### src/rtl/uart_pkg.sv
// -----------------------------------------------------------------------------
// uart_pkg
//   Definitions shared by the UART transmitter and receiver.
//   - uart_tx_state_t : transmitter frame state
//   - baud_div()      : clocks per bit; both directions call this one function
//                       so their bit timing always matches.
// -----------------------------------------------------------------------------
package uart_pkg;

  typedef enum logic [1:0] {
    IDLE,
    START,
    DATA,
    STOP
  } uart_tx_state_t;

  // Integer division; any remainder shows up as a small rate error on the line.
  function automatic int baud_div(input int clk_hz, input int baud);
    return clk_hz / baud;
  endfunction

endpackage

### src/rtl/uart_tx_if.sv
// -----------------------------------------------------------------------------
// uart_tx_if
//   Parallel word handshake into the UART transmitter.
//   - tx_data  : word to send, sampled only on the accept edge
//   - tx_valid : producer has a word
//   - tx_ready : transmitter can accept a word (idle)
//   A word moves on a rising clk edge with tx_valid && tx_ready.
// -----------------------------------------------------------------------------
interface uart_tx_if #(
  parameter int DATA_BITS = 8
);

  logic [DATA_BITS-1:0] tx_data;
  logic                 tx_valid;
  logic                 tx_ready;

  modport master (output tx_data, output tx_valid, input tx_ready);
  modport slave  (input tx_data, input tx_valid, output tx_ready);

endinterface

### src/rtl/uart_baud_gen.sv
// -----------------------------------------------------------------------------
// uart_baud_gen
//   Bit-period timer. Counts 0..DIVIDER-1 while enabled and pulses tick on the
//   last count (the cycle the count wraps). Held at 0 while disabled, so the
//   first bit period after enable rises is always exactly DIVIDER cycles.
//   Ports:
//   - clk    : system clock
//   - reset  : synchronous, active-high
//   - enable : run the counter
//   - tick   : one-cycle pulse at the end of each bit period
// -----------------------------------------------------------------------------
module uart_baud_gen #(
  parameter int DIVIDER = 868
) (
  input  logic clk,
  input  logic reset,
  input  logic enable,
  output logic tick
);

  localparam int CW = (DIVIDER > 1) ? $clog2(DIVIDER) : 1;
  localparam logic [CW-1:0] LAST = CW'(DIVIDER - 1);

  logic [CW-1:0] count_q;

  assign tick = enable && (count_q == LAST);

  always_ff @(posedge clk) begin
    if (reset || !enable) begin
      count_q <= '0;
    end else if (tick) begin
      count_q <= '0;
    end else begin
      count_q <= count_q + 1'b1;
    end
  end

endmodule

### src/rtl/uart_tx.sv
// -----------------------------------------------------------------------------
// uart_tx
//   Asynchronous serial transmitter: start bit, DATA_BITS data bits LSB-first,
//   STOP_BITS stop bits, no parity. Line idles high.
//   Ports:
//   - clk        : system clock, all logic on the rising edge
//   - reset      : synchronous, active-high; aborts any frame in progress
//   - tx_if      : word handshake (slave side); tx_ready is high only in IDLE
//   - tx_line    : registered serial output
//   - busy       : a frame is in progress (state is not IDLE)
//   - frame_done : one-cycle pulse during the last clock of the final stop bit
// -----------------------------------------------------------------------------
module uart_tx
  import uart_pkg::*;
#(
  parameter int CLK_FREQUENCY = 100_000_000,
  parameter int BAUD_RATE     = 115_200,
  parameter int DATA_BITS     = 8,
  parameter int STOP_BITS     = 1
) (
  input  logic      clk,
  input  logic      reset,
  uart_tx_if.slave  tx_if,
  output logic      tx_line,
  output logic      busy,
  output logic      frame_done
);

  localparam int BAUD_DIVIDER = baud_div(CLK_FREQUENCY, BAUD_RATE);
  localparam int BCW          = $clog2(DATA_BITS + 1);
  localparam logic [BCW-1:0] LAST_DATA = BCW'(DATA_BITS - 1);
  localparam logic [BCW-1:0] LAST_STOP = BCW'(STOP_BITS - 1);

  if (BAUD_DIVIDER < 2) begin : g_bad_divider
    $error("uart_tx: CLK_FREQUENCY/BAUD_RATE must be at least 2");
  end
  if (DATA_BITS < 5 || DATA_BITS > 9) begin : g_bad_data_bits
    $error("uart_tx: DATA_BITS must be in 5..9");
  end
  if (STOP_BITS < 1 || STOP_BITS > 2) begin : g_bad_stop_bits
    $error("uart_tx: STOP_BITS must be 1 or 2");
  end

  uart_tx_state_t       state_q, state_d;
  logic [DATA_BITS-1:0] shift_q, shift_d;
  logic [BCW-1:0]       bit_cnt_q, bit_cnt_d;
  logic                 line_q, line_d;
  logic                 tick;

  uart_baud_gen #(
    .DIVIDER (BAUD_DIVIDER)
  ) u_baud_gen (
    .clk    (clk),
    .reset  (reset),
    .enable (busy),
    .tick   (tick)
  );

  assign busy           = (state_q != IDLE);
  assign tx_if.tx_ready = (state_q == IDLE);
  assign tx_line        = line_q;

  // Decoded from registered state and the registered baud count, so it is
  // aligned exactly with the last stop-bit clock without a look-ahead counter.
  assign frame_done = (state_q == STOP) && tick && (bit_cnt_q == LAST_STOP);

  // The bit counter is reused: data bits in DATA, stop bits in STOP.
  // line_d always carries the value the line must show in the next state, so
  // tx_line stays a plain flop with no decode after it.
  always_comb begin
    // NOTE: every output gets a default first so no path leaves one unassigned
    // and no latch is inferred.
    state_d   = state_q;
    shift_d   = shift_q;
    bit_cnt_d = bit_cnt_q;
    line_d    = line_q;

    case (state_q)
      IDLE: begin
        line_d = 1'b1;
        // tx_ready is high in every IDLE cycle, so tx_valid alone accepts.
        if (tx_if.tx_valid) begin
          shift_d   = tx_if.tx_data;
          bit_cnt_d = '0;
          line_d    = 1'b0;
          state_d   = START;
        end
      end

      START: begin
        if (tick) begin
          line_d  = shift_q[0];
          state_d = DATA;
        end
      end

      DATA: begin
        if (tick) begin
          shift_d = shift_q >> 1;
          if (bit_cnt_q == LAST_DATA) begin
            bit_cnt_d = '0;
            line_d    = 1'b1;
            state_d   = STOP;
          end else begin
            bit_cnt_d = bit_cnt_q + 1'b1;
            line_d    = shift_q[1];
          end
        end
      end

      STOP: begin
        if (tick) begin
          if (bit_cnt_q == LAST_STOP) begin
            bit_cnt_d = '0;
            state_d   = IDLE;
          end else begin
            bit_cnt_d = bit_cnt_q + 1'b1;
          end
        end
      end

      default: state_d = IDLE;
    endcase
  end

  always_ff @(posedge clk) begin
    // NOTE: non-blocking assignments so every flop samples the pre-edge values
    // regardless of statement order.
    if (reset) begin
      state_q   <= IDLE;
      shift_q   <= '0;
      bit_cnt_q <= '0;
      line_q    <= 1'b1;
    end else begin
      state_q   <= state_d;
      shift_q   <= shift_d;
      bit_cnt_q <= bit_cnt_d;
      line_q    <= line_d;
    end
  end

endmodule

### src/flat_wrapper.sv
// flat-port wrapper written by rule: the top's interface ports become plain ports
module uart_tx_flat import uart_pkg::*;
#(
  parameter int CLK_FREQUENCY = 100_000_000,
  parameter int BAUD_RATE     = 115_200,
  parameter int DATA_BITS     = 8,
  parameter int STOP_BITS     = 1
)
  (clk, reset, tx_line, busy, frame_done, tx_if_tx_data, tx_if_tx_valid, tx_if_tx_ready);
  uart_tx_if #(.DATA_BITS(DATA_BITS)) tx_if_i ();
  input  logic clk;
  input  logic reset;
  output logic tx_line;
  output logic busy;
  output logic frame_done;
  input wire logic [$bits(tx_if_i.tx_data)-1:0] tx_if_tx_data;
  input wire logic [$bits(tx_if_i.tx_valid)-1:0] tx_if_tx_valid;
  output wire logic [$bits(tx_if_i.tx_ready)-1:0] tx_if_tx_ready;
  assign tx_if_i.tx_data = tx_if_tx_data;
  assign tx_if_i.tx_valid = tx_if_tx_valid;
  assign tx_if_tx_ready = tx_if_i.tx_ready;
  uart_tx #(.CLK_FREQUENCY(CLK_FREQUENCY), .BAUD_RATE(BAUD_RATE), .DATA_BITS(DATA_BITS), .STOP_BITS(STOP_BITS)) u_core (.clk(clk), .reset(reset), .tx_if(tx_if_i), .tx_line(tx_line), .busy(busy), .frame_done(frame_done));
endmodule
### config.mk
export PLATFORM = sky130hd
export DESIGN_NAME = uart_tx_flat
export DESIGN_NICKNAME = d
export VERILOG_FILES = /design/src/rtl/uart_pkg.sv /design/src/rtl/uart_tx_if.sv /design/src/rtl/uart_baud_gen.sv /design/src/rtl/uart_tx.sv /design/src/flat_wrapper.sv
export SDC_FILE = /design/constraint.sdc
export NUM_CORES = 1
export LEC_CHECK = 0
export ABC_AREA = 1
export CELL_PAD_IN_SITES_DETAIL_PLACEMENT = 0
export CELL_PAD_IN_SITES_GLOBAL_PLACEMENT = 1
export CORE_ASPECT_RATIO = 0.75
export CORE_MARGIN = 5
export CORE_UTILIZATION = 40
export DETAILED_ROUTE_END_ITERATION = 8
export PLACE_DENSITY = 0.76
export SKIP_CTS_REPAIR_TIMING = 1
export SLEW_MARGIN = 20
export SYNTH_ARGS = -nofsm -noshare
export SYNTH_HDL_FRONTEND = slang
export SYNTH_SLANG_ARGS = --single-unit
### constraint.sdc
create_clock -name clk -period 1.9 [get_ports clk]
set_input_delay 0.38 -clock clk [delete_from_list [all_inputs] [get_ports clk]]
set_output_delay 0.38 -clock clk [all_outputs]
set_load 0.05 [all_outputs]
* Word-level counts from Yosys, hierarchy flattened
Index checks and enable logic that the tools add are counted.
** Storage, ports and cells
- Bits in read-only memories :: 0
- RAM bits :: 0
- Word-level logic and storage cells :: 55
- Bits in registers :: 25
- Latch bits :: 0
- Memories :: 0
- Output and inout port bits :: 4
** Operators by class
- Bitwise gates (word level) :: 0
- Divide/modulo/power cells :: 0
- Muxes and demuxes :: 21
- Reductions and logical operators :: 16
- Add/sub/neg operators :: 2
- $mul :: 0
- $lt $le $gt $ge :: 0
- Shift operators :: 0
- Equality and inequality tests :: 11
** Operator list (number)
- 4-bit two-way mux :: 5
- 8-bit two-way mux :: 2
- 8-bit case mux with 2 select lines :: 1
- 2-bit two-way mux :: 6
- 4-bit case mux with 3 select lines :: 1
- 10-bit by 1-bit adder with 10-bit output (second input constant) :: 1
- 10-bit equality test (second input constant) :: 1
- 2-bit by 1-bit inequality test with 1-bit output (second input constant) :: 4
- 2-bit case mux with 4 select lines :: 1
- 3-bit AND reduction :: 2
- 6-bit AND reduction :: 1
- 3-bit nonzero test :: 2
- 4-bit by 1-bit adder with 4-bit output (second input constant) :: 1
- 2-bit equality test (second input constant) :: 2
- 4-bit by 3-bit equality test with 1-bit output (second input constant) :: 1
- 4-bit zero test :: 1
- 1-bit two-way mux :: 4
- 2-bit inequality test (second input constant) :: 2
- 4-bit AND reduction :: 1
- 2-bit nonzero test :: 2
- 1-bit logical AND :: 3
- 1-bit case mux with 3 select lines :: 1
- 2-bit by 1-bit equality test with 1-bit output (second input constant) :: 1
- 2-bit zero test :: 1
- other kinds (3) :: 3

* Depth between registers and ports, before layout
Gate-level depths: netlist of the first run.
- Word-level depth :: 4
- Depth in mapped cells :: 13
- Mapped depth without buffers :: 13

* Modules after synthesis
Synthesis of the first run repeated with hierarchy kept, for this count alone.
** Unflattened totals
- Cells, all modules :: 217
- Area, all modules :: 1457.6 sq um
** By module, submodules not included
- uart_tx :: area each 952.2 sq um, seq. area each 300.3 sq um, instances 1, cells each 147
- uart_baud_gen :: area each 505.5 sq um, seq. area each 200.2 sq um, instances 1, cells each 70

* Least setup slack after synthesis of the first run
No wires, ideal clock.
- Path kind :: register to output
- Start point :: register u_core.state_q[0]
- End point :: output frame_done
- Data arrival time :: 2.588 ns
- Required time :: 1.520 ns
- Cell stages (with the launch flop) :: 8
- Buffers on the path :: 0
- Setup slack :: -1.068 ns
- Cell sequence :: dfxtp_1 -> inv_1 -> ha_1 -> inv_4 -> nand2_2 -> nor2_4 -> nand2_1 -> nor3b_1
** Between the ends
- Longest elaborated chain between the ends :: 4
- Elaborated cells on any way between the ends :: 5
** RTL lines
- from (decl) :: line uart_tx.sv:44 : uart_tx_state_t state_q, state_d;
- from (signal assigned) :: line uart_tx.sv:135 : state_q <= state_d;
- 2-bit nonzero test :: line uart_tx.sv:59 : assign busy = (state_q != IDLE);
- named net busy :: line flat_wrapper.sv:14 : output logic busy;
- 1-bit logical AND :: line uart_baud_gen.sv:26 : assign tick = enable && (count_q == LAST);
- 1-bit logical AND (2 in series) :: line uart_tx.sv:65 : assign frame_done = (state_q == STOP) && tick && (bit_cnt_q == LAST_STOP);
- to (decl) :: line flat_wrapper.sv:15 : output logic frame_done;
The timed path passes the listed nets, and every way through them passes these cells.

* Worst setup path in the final report of the first run
- Start point :: register u_core.state_q[0]
- End point :: output frame_done
** Between the ends
- Longest elaborated chain between the ends :: 4
- Elaborated cells on any way between the ends :: 5
** RTL lines (line)
- 2-bit nonzero test :: uart_tx.sv:59
- 1-bit logical AND :: uart_baud_gen.sv:26
- 1-bit logical AND (*) (2 in series) :: uart_tx.sv:65
Every way passes the cells marked *; elsewhere a longest branch is shown, timed or not.

==> results of run 1 <==
[state kept, by name, summed over array words and instances, names as in the netlist]
register and flops:
u_core.u_baud_gen.count_q 10, u_core.state_q 2, u_core.bit_cnt_q 4, u_core.shift_q 8, u_core.tx_line 1
[stage by stage]
stage | worst slack (ps) | instances
6_report | -37.5 | 269
5_1_grt | -118 | 269
4_1_cts | -159 | 263
3_5_place_dp | 147 | 259
3_3_place_gp | 161 | 259
2_1_floorplan | -32.4 | 203
[final cells by class]
type                    instances  share of cell area, %
flip-flops and latches         25                   27.7
repair buffers                 24                   13.3
multi-input cells             156                   49.1
inverters                      20                   4.76
well taps                      40                   2.72
clock buffers                   4                   2.45
[worst max-delay path, cell delays in order (launching register included)]
cell,delay (ps)
dfxtp_4,380
inv_4,50
ha_4,170
inv_8,60
nand2_4,40
nor2_4,140
nand2_2,80
nor3b_4,210
buf_12,160
[power groups by stage]
stage               Clock (W)  Sequential [W]  Combinational [W]
floorplan                   0        0.000770           0.000854
CTS                  0.000329        0.000751            0.00124
detailed placement          0        0.000763            0.00123
global placement            0        0.000751            0.00121
global route         0.000353        0.000774            0.00148
finish               0.000315        0.000756            0.00133
[worst max-delay path by stage]
stage | start | endpoint | slack (ps) | cells past startpoint
floorplan | u_core.state_q[1] | frame_done | -30 | 7
global placement | u_core.u_baud_gen.count_q[0] | frame_done | 160 | 6
detailed placement | u_core.u_baud_gen.count_q[0] | frame_done | 150 | 6
CTS | u_core.u_baud_gen.count_q[0] | frame_done | -160 | 6
global route | u_core.state_q[0] | frame_done | -120 | 8
finish | u_core.state_q[0] | frame_done | -40 | 8
[per-layer routing]
| layer | vias to the layer above | track usage, % | wire, um |
|---|---|---|---|
| met3 | 2 | 4.03 | 109 |
| met5 | - | 0 | 0 |
| met2 | 11 | 20.7 | 1380 |
| li1 | 698 | - | - |
| met4 | 0 | 2.21 | 8 |
| met1 | 601 | 20.5 | 1780 |
[synthesized netlist by cell type, drive strengths merged]
master,instances
nand2,68
nor2,27
dfxtp,25
inv,20
a21oi,17
nand3,16
ha,10
nor3b,3
xor2,3
nand4,2
o21a,2
o21ai,2
or2,2
a31o,1
and3,1
buf,1
clkbuf,1
nor3,1
nor4,1
[cell families (layout without fill, tap and decap cells)]
logic type	count (synthesis)	after routing	synth area share (%)
fa+ha+maj	10	10	8.68
simple gates	121	121	39.8
buf+inv	22	48	5.99
compound gates	22	22	9.03
flops	25	25	34.7
xor+xnor	3	3	1.82
==> metrics, run 1 <==
number of cell rows 18; vias in the first global route 1173; Post-Route Utilization 54.5%; library cells used by synthesis 29; Worst Hold Class register to register; Int Pwr 0.00135 W; hold path start u_core.u_baud_gen.count_q[0]; final setup violation count 1; clk buf depth 2; Combinational Power Share 55.4%; IO Pins 15; CTS tree yes; highest clock rate 516 MHz; Clk Latency, worst-skew pair 270 ps; final wirelength 3280 um; Die Wd 79.3 um; DR DRC count 0; dominant cell type by area after synthesis dfxtp_1; critical path class register to output port; fin worst setup slack -37.5 ps; RSZ-0062 raised after global routing true; Crit path required time 1520 ps; worst relative slew slack 66.6%; dpl hpwl 2510 um; clock power share 13.1%; max_cap viols 0; antenna violations before repair 0; Placed Area 0.00172 sq mm; WP data arrival 1560 ps; CTS Sinks 25; hold path endpoint u_core.u_baud_gen.count_q[0]; Finished Cell Area 0.00184 sq mm; startpoint types register; Fin Setup TNS -37.5 ps; status finished, violations left; Die ar. 0.00492 sq mm; GRT overflow 0; Final Wtd Congestion 0.770; Psw 0.00104 W; Core Area 0.00338 sq mm; P_leak 0.789 nW; ANT cells 0; TritonCTS Buffers 3; PwrDens 1300 mW/mm^2; All-Layer GR Usage 14.0%; layout cells sized above 1 20.5%; die height 62.0 um; hold path depth 1; failing checks setup timing; Reg power frac 31.5%; H-tree depth 1; Synth-to-Final Area Change 27.7%; # port buffers 14; most frequent cells in the layout 60 x nand2_1, 23 x nor2_1, 22 x dfxtp_1; top cells by area, synth dfxtp_1 35%, nand2_1 16%, ha_1 8.7%; FF-to-FF Start u_core.state_q[1]; Initial Util 42.7%; critical path fanouts, max 4; Routed Antenna Nets 0; footprint of the multi-input gates 903 sq um; clk_skew 3.13 ps; Max Slew Vio Count 0; Sequential Area 509 sq um; commonest non-fill, non-tap cell in the layout nand2_1; Initial DRT Pass Iterations 4; Hold Slack 428 ps; post-synth top area share 34.7%; synthesized instance count 203; vias per cell 4.88; flop-to-flop setup slack 200 ps; Synth Cell Area 0.00144 sq mm; initial drt markers 68; clock-pin slew on the worst setup and hold paths 90 ps; Tcrit/Tclk final 102%; syn avg cell area 7.10 sq um; fin nets 251; Max VDD drop 0.000611 V; sequential area share after synthesis 34.7%; Seq cells post-synth 25; syn_nets 224; Final Hold Fails 0; largest net degree at the start of global routing 14; post-route minimum period 1940 ps; Root Buffer clkbuf_8; total power 0.00240 W; Critical Path End Type output port; fillcell total 337; worst r2r path cells 10; Crit Reg-Reg Endpoint u_core.state_q[0]; Via Count 1312; first-pass GRT wire length 5320 um; worst-margin pin slew 499 ps; YS warnings 0; switching part of the total 43.5%; routed len/inst 12.2 um
Power figures use the tool's default switching activity.
==> run 2, diff against run 1 <==
Settings changed: CORE_ASPECT_RATIO 0.75 to not set, CORE_MARGIN 5 to 4.
==> metrics, run 2 (same netlist as run 1, synthesis figures left out) <==
Buf+Inv Stages, Crit Path 3 (unchanged); Die Wd 68.0 um (-14%); Int Pwr 0.00127 W (-6.5%); Root Buffer clkbuf_4; P_leak 0.790 nW (about the same); All-Layer GR Usage 15.3% (+1.3 points); clk_skew 5.02 ps (+1.89 ps); PwrDens 1260 mW/mm^2 (-3.6%); critical path class register to output port; Critical Path End Type output port; die height 68.0 um (+9.8%); pre-CTS WS 105 ps (-41.9 ps); status finished, violations left; commonest non-fill, non-tap cell in the layout nand2_1; TritonCTS Buffers 3 (unchanged); GRT overflow 0 (unchanged); dpl hpwl 2400 um (-4.5%); Max VDD drop 0.000594 V (-2.8%); flop-to-flop setup slack 150 ps (-50 ps); number of cell rows 21 (+3); slowest cell delay on critical path 420 ps (+40 ps); Largest Register u_core.u_baud_gen.count_q; layout cells sized above 1 21.4% (+0.87 points); clock-pin slew on the worst setup and hold paths 160 ps (+70 ps); Placed Area 0.00173 sq mm (+0.87%); biggest regs u_core.u_baud_gen.count_q: 10 flops, u_core.shift_q: 8 flops, u_core.bit_cnt_q: 4 flops; final setup violation count 1 (unchanged); ANT cells 0 (unchanged); worst-margin pin slew 504 ps (+4.44 ps); post-route minimum period 2040 ps (+105 ps); highest clock rate 489 MHz (-5.2%); Clk Latency, worst-skew pair 330 ps (+60 ps); max_cap viols 0 (unchanged); startpoint types register; Max Slew Vio Count 0 (unchanged); fin nets 251 (unchanged); critical path fanouts, max 6 (+2); vias per cell 4.71 (-3.5%); routed len/inst 11.6 um (-4.5%); Hold Slack 426 ps (-1.39 ps); switching part of the total 45.0% (+1.5 points); vias in the first global route 1236 (+5.4%); final wirelength 3200 um (-2.4%); Fin Setup TNS -143 ps (-105 ps); Final Hold Fails 0 (unchanged); Via Count 1294 (-1.4%); CTS tree yes; # port buffers 14 (unchanged); first-pass GRT wire length 5420 um (+1.8%); fin worst setup slack -143 ps (-105 ps); initial drt markers 48 (-29%); largest net degree at the start of global routing 16 (+2); Finished Cell Area 0.00183 sq mm (-0.41%); crit-path leading delay family simple AND/OR/NAND/NOR gates; Worst Hold Class register to register; Tcrit/Tclk final 108% (+5.5 points); Final Wtd Congestion 0.758 (-1.5%); WP data arrival 1660 ps (+100 ps); critical path, cell by cell inv_4 -> ha_4 -> inv_8 -> nand2_4 -> nor2_4 -> nand2_2 -> nor3b_4 -> buf_12; clk buf depth 2 (unchanged); slowest CP cell dfxtp_4; Core Area 0.00342 sq mm (+1.1%); Routed Antenna Nets 0 (unchanged); antenna violations before repair 0 (unchanged); Initial DRT Pass Iterations 4 (unchanged); Reg power frac 32.7% (+1.2 points); Synth-to-Final Area Change 27.2%; failing checks setup timing; CTS Sinks 25 (unchanged); RSZ-0062 raised after global routing true; H-tree depth 1 (unchanged); total power 0.00230 W (-4.0%); DR DRC count 0 (unchanged); max reg flops 10 (unchanged); clock power share 11.4% (-1.7 points); Psw 0.00104 W (-0.76%); IO Pins 15 (unchanged); Initial Util 42.2% (-0.47 points); Crit path required time 1520 ps (about the same); Combinational Power Share 55.9% (+0.5 points); most frequent cells in the layout 60 x nand2_1, 23 x nor2_1, 21 x dfxtp_1; Die ar. 0.00463 sq mm (-5.9%); worst relative slew slack 66.4% (-0.25 points)
-- run 2: path summary, 6_finish.rpt --
| kind | from | end | cells past startpoint |
|---|---|---|---|
| worst max-delay path | u_core.state_q[0] | frame_done | 8 |
| worst min-delay path | u_core.u_baud_gen.count_q[0] | u_core.u_baud_gen.count_q[0] | 1 |
| worst max register to register | u_core.state_q[1] | u_core.shift_q[7] | 7 |
| worst min register to register | u_core.u_baud_gen.count_q[0] | u_core.u_baud_gen.count_q[0] | 1 |
-- run 2: layer usage --
metal | track usage, % | vias to the layer above | share of wire (%)
met1 | 19.6 | 569 | 48
met4 | 5.21 | 0 | 1.1
li1 | - | 705 | -
met3 | 2.13 | 4 | 2.6
met5 | 0 | - | 0
met2 | 26.0 | 16 | 48
-- run 2: stage by stage --
stage	std cells	utilization (%)
3_5_place_dp	266	50.8
2_1_floorplan	203	-
3_3_place_gp	266	50.8
4_1_cts	270	51.6
5_1_grt	275	53.7
6_report	275	53.7
-- run 2: power by group through the flow --
stage	combinational [W]	clock [W]	sequential [W]
after CTS	0.00123	0.000273	0.000747
final	0.00129	0.000263	0.000752
after global routing	0.00143	0.000292	0.000770
after floorplan	0.000854	0	0.000770
after detailed placement	0.00123	0	0.000759
after global placement	0.00121	0	0.000750
-- run 2: layout make-up --
| type | count | area (sq um) |
|---|---|---|
| inverter | 20 | 85.1 |
| clock inverter | 1 | 6.26 |
| fill | 347 | 1580 |
| multi-input combinational | 156 | 903 |
| clock buffer | 3 | 22.5 |
| timing repair buffer | 24 | 248 |
| tap | 46 | 57.6 |
| sequential | 25 | 510 |
